[src/rtl/ps2_pkg.sv]
// Shared types and default constants for the PS/2 receive path.
package ps2_pkg;

    localparam int unsigned DEF_FILTER_LEN   = 8;
    localparam int unsigned DEF_FIFO_DEPTH   = 4;
    localparam int unsigned DEF_TIMEOUT_CYC  = 50000;
    localparam bit          DEF_CHECK_PARITY = 1'b1;
    localparam int unsigned BYTE_W           = 8;

    typedef enum logic [2:0] {
        IDLE,
        DATA,
        PARITY,
        STOP,
        PUSH
    } ps2_state_t;

    // Odd parity over data plus parity bit: the total number of ones must be odd.
    function automatic logic parity_ok(input logic [BYTE_W-1:0] data, input logic par);
        return ^{data, par};
    endfunction

endpackage

[src/rtl/ps2_byte_fifo.sv]
// First-word-fall-through byte FIFO with a registered head output.
module ps2_byte_fifo
    import ps2_pkg::*;
#(
    parameter int unsigned WIDTH = BYTE_W,
    parameter int unsigned DEPTH = DEF_FIFO_DEPTH
) (
    input  logic                           clk,
    input  logic                           reset,
    input  logic                           wr_en,
    input  logic [WIDTH-1:0]               wdata,
    input  logic                           rd_en,
    output logic [WIDTH-1:0]               rdata,
    output logic                           empty,
    output logic                           full,
    output logic [$clog2(DEPTH+1)-1:0]     count
);

    localparam int unsigned PTR_W = (DEPTH > 1) ? $clog2(DEPTH) : 1;
    localparam int unsigned CNT_W = $clog2(DEPTH + 1);

    logic [WIDTH-1:0] mem [DEPTH];
    logic [PTR_W-1:0] wr_ptr;
    logic [PTR_W-1:0] rd_ptr;
    logic [PTR_W-1:0] rd_ptr_nxt_c;
    logic [CNT_W-1:0] count_nxt_c;
    logic             do_rd_c;
    logic             do_wr_c;

    // A write into a full FIFO is accepted only when a pop frees a slot this cycle.
    always_comb begin
        do_rd_c      = rd_en && !empty;
        do_wr_c      = wr_en && (!full || do_rd_c);
        rd_ptr_nxt_c = rd_ptr + PTR_W'(1);
        count_nxt_c  = count + CNT_W'(do_wr_c) - CNT_W'(do_rd_c);
    end

    always_ff @(posedge clk) begin
        if (do_wr_c) begin
            mem[wr_ptr] <= wdata;
        end
    end

    always_ff @(posedge clk or negedge reset) begin
        if (!reset) begin
            wr_ptr <= '0;
            rd_ptr <= '0;
            count  <= '0;
            empty  <= 1'b1;
            full   <= 1'b0;
            rdata  <= '0;
        end else begin
            if (do_wr_c) begin
                wr_ptr <= wr_ptr + PTR_W'(1);
            end
            if (do_rd_c) begin
                rd_ptr <= rd_ptr_nxt_c;
            end
            count <= count_nxt_c;
            empty <= (count_nxt_c == '0);
            full  <= (count_nxt_c == CNT_W'(DEPTH));
            // Head register tracks the next byte, bypassing memory when the FIFO runs dry.
            if (do_rd_c) begin
                if (count > CNT_W'(1)) begin
                    rdata <= mem[rd_ptr_nxt_c];
                end else if (do_wr_c) begin
                    rdata <= wdata;
                end
            end else if (empty && do_wr_c) begin
                rdata <= wdata;
            end
        end
    end

endmodule

[src/rtl/ps2_rx_buf.sv]
// PS/2 device-to-host receiver: synchroniser, clock glitch filter, frame FSM and byte FIFO.
module ps2_rx_buf
    import ps2_pkg::*;
#(
    parameter int unsigned FILTER_LEN   = DEF_FILTER_LEN,
    parameter int unsigned FIFO_DEPTH   = DEF_FIFO_DEPTH,
    parameter int unsigned TIMEOUT_CYC  = DEF_TIMEOUT_CYC,
    parameter bit          CHECK_PARITY = DEF_CHECK_PARITY
) (
    input  logic                              clk,
    input  logic                              reset,
    input  logic                              ps2c,
    input  logic                              ps2d,
    input  logic                              rx_en,
    input  logic                              rd_en,
    output logic [BYTE_W-1:0]                 dout,
    output logic                              empty,
    output logic                              full,
    output logic [$clog2(FIFO_DEPTH+1)-1:0]   count,
    output logic                              parity_err,
    output logic                              frame_err,
    output logic                              timeout_err,
    output logic                              overflow
);

    localparam int unsigned TMO_W = (TIMEOUT_CYC > 2) ? $clog2(TIMEOUT_CYC) : 1;
    localparam logic [TMO_W-1:0] TMO_LAST = TMO_W'(TIMEOUT_CYC - 1);

    logic [1:0]            c_sync;
    logic [1:0]            d_sync;
    logic [FILTER_LEN-1:0] filt_sr;
    logic                  filt_clk;
    logic                  fall_edge;
    ps2_state_t            state;
    logic [BYTE_W-1:0]     shreg;
    logic [2:0]            bit_cnt;
    logic                  par_bit;
    logic [TMO_W-1:0]      tmo_cnt;
    logic                  push_c;
    logic                  d_s;

    assign d_s    = d_sync[1];
    assign push_c = (state == PUSH);

    // Synchronisers, glitch filter and falling-edge strobe on the filtered clock.
    always_ff @(posedge clk or negedge reset) begin
        if (!reset) begin
            c_sync    <= 2'b11;
            d_sync    <= 2'b11;
            filt_sr   <= '1;
            filt_clk  <= 1'b1;
            fall_edge <= 1'b0;
        end else begin
            c_sync    <= {c_sync[0], ps2c};
            d_sync    <= {d_sync[0], ps2d};
            filt_sr   <= {filt_sr[FILTER_LEN-2:0], c_sync[1]};
            fall_edge <= filt_clk && (filt_sr == '0);
            if (filt_sr == '1) begin
                filt_clk <= 1'b1;
            end else if (filt_sr == '0) begin
                filt_clk <= 1'b0;
            end
        end
    end

    // Frame FSM with inter-edge timeout; error outputs are single-cycle pulses.
    always_ff @(posedge clk or negedge reset) begin
        if (!reset) begin
            state       <= IDLE;
            shreg       <= '0;
            bit_cnt     <= '0;
            par_bit     <= 1'b0;
            tmo_cnt     <= '0;
            parity_err  <= 1'b0;
            frame_err   <= 1'b0;
            timeout_err <= 1'b0;
            overflow    <= 1'b0;
        end else begin
            parity_err  <= 1'b0;
            frame_err   <= 1'b0;
            timeout_err <= 1'b0;
            overflow    <= 1'b0;
            case (state)
                IDLE: begin
                    tmo_cnt <= '0;
                    if (fall_edge && rx_en && !d_s) begin
                        bit_cnt <= '0;
                        state   <= DATA;
                    end
                end
                PUSH: begin
                    tmo_cnt  <= '0;
                    overflow <= full && !rd_en;
                    state    <= IDLE;
                end
                default: begin
                    if (fall_edge) begin
                        tmo_cnt <= '0;
                        case (state)
                            DATA: begin
                                shreg   <= {d_s, shreg[BYTE_W-1:1]};
                                bit_cnt <= bit_cnt + 3'd1;
                                if (bit_cnt == 3'd7) begin
                                    state <= PARITY;
                                end
                            end
                            PARITY: begin
                                par_bit <= d_s;
                                state   <= STOP;
                            end
                            STOP: begin
                                if (!d_s) begin
                                    frame_err <= 1'b1;
                                    state     <= IDLE;
                                end else if (CHECK_PARITY && !parity_ok(shreg, par_bit)) begin
                                    parity_err <= 1'b1;
                                    state      <= IDLE;
                                end else begin
                                    state <= PUSH;
                                end
                            end
                            default: state <= IDLE;
                        endcase
                    end else if (tmo_cnt == TMO_LAST) begin
                        timeout_err <= 1'b1;
                        tmo_cnt     <= '0;
                        state       <= IDLE;
                    end else begin
                        tmo_cnt <= tmo_cnt + TMO_W'(1);
                    end
                end
            endcase
        end
    end

    ps2_byte_fifo #(
        .WIDTH (BYTE_W),
        .DEPTH (FIFO_DEPTH)
    ) u_fifo (
        .clk   (clk),
        .reset (reset),
        .wr_en (push_c),
        .wdata (shreg),
        .rd_en (rd_en),
        .rdata (dout),
        .empty (empty),
        .full  (full),
        .count (count)
    );

endmodule
[config.mk]
export PLATFORM = sky130hd
export DESIGN_NAME = ps2_rx_buf
export DESIGN_NICKNAME = d
export VERILOG_FILES = /design/src/rtl/ps2_pkg.sv /design/src/rtl/ps2_byte_fifo.sv /design/src/rtl/ps2_rx_buf.sv
export SDC_FILE = /design/constraint.sdc
export NUM_CORES = 1
export LEC_CHECK = 0
export BUFFER_PORTS_ARGS = -buffer_cell sky130_fd_sc_hd__buf_2
export CORE_ASPECT_RATIO = 1.2
export CORE_MARGIN = 5
export CORE_UTILIZATION = 55
export CTS_CLUSTER_DIAMETER = 30
export DETAILED_ROUTE_END_ITERATION = 16
export HOLD_SLACK_MARGIN = 0.1
export PLACE_DENSITY = 0.73
export SLEW_MARGIN = 20
export SYNTH_ARGS = -nofsm -noshare
export SYNTH_HDL_FRONTEND = slang
export SYNTH_SLANG_ARGS = --single-unit
[constraint.sdc]
create_clock -name clk -period 3 [get_ports clk]
set_input_delay 0.6 -clock clk [delete_from_list [all_inputs] [get_ports clk]]
set_output_delay 0.6 -clock clk [all_outputs]
set_load 0.005 [all_outputs]
Word-level counts from Yosys, hierarchy flattened
Memories as Yosys holds them, arrays and structs flattened.
Index checks and enable logic that the tools add are counted.

word-level totals
  bits in registers = 66
  memory bits (writable) = 32
  input port bits = 6
  output and inout bits = 17
  logic and storage cells = 104
  memories = 1

operators by class
  add/subtract/negate cells = 6
  magnitude comparators = 1
  equality and inequality tests = 11
  multiplexer cells = 36
  bitwise gates (word level) = 2
  reductions and logical operators = 27

memories
  name        words  width  read ports  clocked after Yosys merged registers in  wr ports  RTL line             text
  u_fifo.mem  4      8      1           0                                        1         ps2_byte_fifo.sv:22  logic [WIDTH-1:0] mem [DEPTH];

operators with widths
  kind                     count
  $mux W16                 3
  $mux W8                  4
  $mux W3                  9
  $mux W1                  17
  $add A16 B1 Y16 const B  1
  $eq A16 B16 Y1 const B   1
  $pmux W3 S2              2
  $eq A3 B3 Y1 const B     3
  $pmux W3 S3              1
  $reduce_and A3 Y1        3
  $reduce_xor A9 Y1        1
  $eq A8 B8 Y1 const B     1
  $logic_not A8 Y1         1
  $reduce_bool A2 Y1       4
  $logic_and A1 B1 Y1      7
  $eq A3 B2 Y1 const B     2
  $logic_not A3 Y1         2
  $ne A5 B4 Y1 const B     1
  $add A2 B1 Y2 const B    2
  $logic_not A1 Y1         4
  $reduce_and A4 Y1        1
  $reduce_bool A4 Y1       1
  $add A3 B1 Y3            1
  $add A3 B1 Y3 const B    1
  9 further kinds          10

Logic depth before layout (Yosys ltp)
  word-level depth = 7
  depth in mapped cells = 9
  mapped depth without buffers = 9

Cells and area by module
A second synthesis with hierarchy kept.

second synthesis, totals
  cell total of the unflattened synthesis = 306
  area total of the unflattened synthesis = 4235.3 µm²

modules (own cells, without submodules)
  module         instances  cells an instance  area each (µm²)  sequential area each (µm²)
  ps2_byte_fifo  1          134                2164.6           1387.6
  ps2_rx_buf     1          172                2070.7           1242.4

Worst setup path after synthesis
OpenSTA, ideal clock, no wires.

  path type = in2reg
  start point = input rd_en
  end point = register u_fifo.full
  library setup time = 88 ps
  data arrival time = 2077 ps
  required time = 2912 ps
  slack = 835 ps
  stages on the path = 9
  buffers on the path = 0
  cells stage by stage = nand2b_1 -> inv_1 -> ha_1 -> inv_1 -> ha_1 -> inv_1 -> fa_1 -> xor2_1 -> nor3b_1

between the ends
  cells in the longest elaborated chain, start to end = 6

ends and longest elaborated chain
  what                             RTL line             text
  start, declared                  ps2_rx_buf.sv:15     input logic rd_en,
  $logic_and A1 B1 Y1 (*)          ps2_byte_fifo.sv:32  do_rd_c = rd_en && !empty;
  named net u_fifo.do_rd_c         ps2_byte_fifo.sv:27  logic do_rd_c;
  $logic_or A1 B1 Y1               ps2_byte_fifo.sv:33  do_wr_c = wr_en && (!full || do_rd_c);
  $logic_and A1 B1 Y1              ps2_byte_fifo.sv:33
  $add A3 B1 Y3                    ps2_byte_fifo.sv:35  count_nxt_c = count + CNT_W'(do_wr_c) - CNT_W'(do_rd_c);
  $sub A3 B1 Y3 (*)                ps2_byte_fifo.sv:35
  named net u_fifo.count_nxt_c[2]  ps2_byte_fifo.sv:26  logic [CNT_W-1:0] count_nxt_c;
  $eq A3 B3 Y1 (*)                 ps2_byte_fifo.sv:61  full <= (count_nxt_c == CNT_W'(DEPTH));
  end signal, assigned             ps2_byte_fifo.sv:61
  end, declared                    ps2_byte_fifo.sv:15  output logic full,

The timed path passes the listed nets; every way through them passes the cells marked *.
A chain may end at the register's enable or synchronous reset.

Final worst setup path
  start point = register state[0]
  end point = register u_fifo.full

between the ends
  cells in the longest elaborated chain, start to end = 5

ends and longest elaborated chain
  what                             RTL line             text
  start, declared                  ps2_rx_buf.sv:34     ps2_state_t state;
  start signal, assigned           ps2_rx_buf.sv:69     state <= IDLE;
  start signal, assigned           ps2_rx_buf.sv:88     state <= DATA;
  start signal, assigned           ps2_rx_buf.sv:94     state <= IDLE;
  $eq A3 B3 Y1                     ps2_rx_buf.sv:43     assign push_c = (state == PUSH);
  $logic_and A1 B1 Y1              ps2_byte_fifo.sv:33
  named net u_fifo.do_wr_c         ps2_byte_fifo.sv:28  logic do_wr_c;
  $add A3 B1 Y3                    ps2_byte_fifo.sv:35
  $sub A3 B1 Y3                    ps2_byte_fifo.sv:35
  named net u_fifo.count_nxt_c[2]  ps2_byte_fifo.sv:26
  $eq A3 B3 Y1                     ps2_byte_fifo.sv:61

The timed path passes the listed nets, and every way through them passes these cells.

==> results.md <==
* Status: complete, no violations
* RSZ-0062 raised after global routing: no
* Min cycle time layout at 2330 ps
* Mapped Area at 4134 um^2
* Antenna Violating Nets Remaining at 0
* Final period util at 77.66%
* Post-CTS Setup Repair Bufs at 0
* Final Instance Count excl. Fillers at 412
* Crit-path slowest cell: dfrtp_1
* Area grow syn2layout at 10.68%
* Final Skew at 10.53 ps
* Crit Path Category: register to register
* Post-synth EDFFs at 32
* Distinct cells, synth at 43
* Die area at 9357 um^2
* Port Buffers at 22
* RR Startpoint: state[0]
* Hold Path Sink: c_sync[0]
* Number of buffers created by CTS at 9
* Final net count at 335
* Final setup viols at 0
* Max layer used: met4
* Most frequent cells in the layout: dfrtp_1 (52), edfxtp_1 (32), mux2_2 (26)
* DRC at 0
* 1st-iter DRT viols at 74
* R2R Path End: u_fifo.full
* GRT Overall Usage at 15.20%
* Synth Instances at 286
* Initial antenna violation count at 0
* Wirelength per Cell at 15.59 um
* Met2 WL at 3.344 mm
* Largest net degree at the start of global routing at 59
* Routed length on met1 at 2.786 mm
* Slowest stage delay, CP at 480 ps
* Detailed-route via count at 2,235
* Worst Path Buf+Inv at 1
* Routed vias/inst at 5.425
* Core box area at 7274 um^2
* Total gr overflow at 0
* FFs w/ async S/R, synth at 67.35%
* Row count at 34
* Register-to-Register Path Depth at 7
* Dominant cell type by area after synthesis: dfrtp_1
* Starting Density at 56.83%
* Met3 Routed Length at 190 um
* Leading cell type in the layout, fill and taps excluded: dfrtp_1
* Synth area leaders: dfrtp_1 (31%), edfxtp_1 (23%), dfstp_2 (8.9%)
* Hold path cells at 1
* H-tree depth at 3
* Worst Min Path Start: ps2c
* Placed Cells at 395
* Crit path from: state[0]
* Ports at 23
* Worst Setup End Kind: register
* Synth warn at 0
* Die height at 105.0 um
* Tightest Pin Transition at 577.7 ps
* Clk buf depth at 2
* Ys flop type: dfrtp_1
* Layout cells sized above 1 at 31.37%
* Fill count at 566
* Pre-antenna DRT Iters at 6
* Worst EP arrival at 2610 ps
* Pleak at 0.001920 uW
* First-pass GRT wire length at 11.05 mm
* Min-Delay Path Class: primary input to register
* Critical path depth at 7
* Yosys reg bits at 98
* Seq/Total Area, Yosys at 63.62%
* Die X-Extent at 89.14 um
* Reg2Reg Setup Slack at 670 ps
* Crit Path Max Fanout at 10
* Vias in the first global route at 2,382
* Detailed Route WL at 6.423 mm
* Synthesized area per cell at 14.45 um^2
* CP delay by family, top: simple AND/OR/NAND/NOR gates
* Slew margin rel. at 61.40%
* Slew Limit Fails at 0
* Placer Congestion at 0.7385
* Required time of the critical path at 3280 ps
* Top cell type's share of synthesized area at 31.48%
* Clk Latency, worst-skew pair at 360 ps
* Setup_tns at 0 ps
* Max VDD drop at 0.4011 mV
* Sink Count at 98
* Max-Cap Viols at 0
* Crit path cell chain: or3b_1 > a21oi_4 > ha_1 > inv_1 > fa_1 > xor2_1 > nor3b_1
* Diode count at 0
* F_max at 429.2 MHz
* Power per cell area at 624.4 nW/um^2
* Worst setup SP type: register
* Syn nets at 304
* CTS tree: built
* Final hold violation count at 0
* Root Driver: clkbuf_8
* Reg clk slew, reported paths at 90 ps
* Dpl hpwl at 4.577 mm
where the power goes:
part           switching (uW)  internal, uW
clock                     448           391
combinational             192           242
sequential                112          1470
state kept, by name, summed over array words and instances, names as in the netlist:
signal / count
shreg: 8
parity_err: 1
par_bit: 1
u_fifo.empty: 1
frame_err: 1
filt_clk: 1
bit_cnt: 3
fall_edge: 1
filt_sr: 8
c_sync: 2
overflow: 1
u_fifo.count: 3
tmo_cnt: 16
d_sync: 2
state: 3
u_fifo.mem: 32
u_fifo.rd_ptr: 2
u_fifo.rdata: 8
u_fifo.wr_ptr: 2
u_fifo.full: 1
timeout_err: 1
cell families after synthesis:
logic type	count (synthesis)	share of synthesized area [%]
compound gates	24	4.056
flops	98	63.62
fa+ha+maj	12	3.814
simple gates	75	10.17
mux	34	11.44
buf+inv	22	2.119
xor+xnor	21	4.782
repair_timing:
item	CTS	global route
endpoints found under the hold margin	8	0
hold buffers	1	0
resized for setup	0	0
endpoints found under the setup margin	0	0
metrics by stage:
stage	total power, uW	hold slack [ps]	instance area (um^2)	utilization, %	setup slack, ps
after floorplan	1894	304.4	4134	-	834.7
after global placement	2050	345.4	4368	60.04	630.2
after detailed placement	2061	346.8	4368	60.04	598.3
after CTS	2896	317.8	4576	62.90	677.8
after global routing	3008	316.4	4576	62.90	569.7
final	2857	334.6	4576	62.90	670.1
cells in the mapped netlist, types with 2 or more instances:
library cell  number
xnor2_1           17
o21ai_0            8
mux2_2            26
nor4_1             5
or3_2              2
nor3b_1            5
xor2_1             3
edfxtp_1          32
dfstp_2           14
ha_1              11
nor2_1            19
or3_1              3
clkbuf_1           2
dfrtp_1           52
buf_2              4
nor3_1             4
mux4_2             8
inv_1             15
nand3_1            5
and3_1             3
a21oi_1            7
or2_2              2
and2_1             4
nand4_1            5
nand2_1           10
a22o_1             3
cell type report:
| type | count | area (um^2) | area share (%) |
|---|---|---|---|
| timing repair buffer | 27 | 162.7 | 3.555 |
| sequential | 98 | 2630 | 57.48 |
| multi-input combinational | 166 | 1416 | 30.95 |
| inverter | 15 | 56.30 | 1.231 |
| tap | 90 | 112.6 | 2.461 |
| clock inverter | 7 | 73.82 | 1.613 |
| clock buffer | 9 | 123.9 | 2.707 |
worst max path at each step:
stage | endpoint
after floorplan | u_fifo.full
after global placement | u_fifo.full
after detailed placement | u_fifo.full
after CTS | u_fifo.full
after global routing | u_fifo.full
final | u_fifo.full
metal layers:
layer  global-route usage [%]  up-vias
met5                        0        -
met4                    5.213        0
met3                    3.701       10
met2                    25.18       30
met1                    19.28     1103
li1                         -     1092
(Power assumes the default switching activity.)
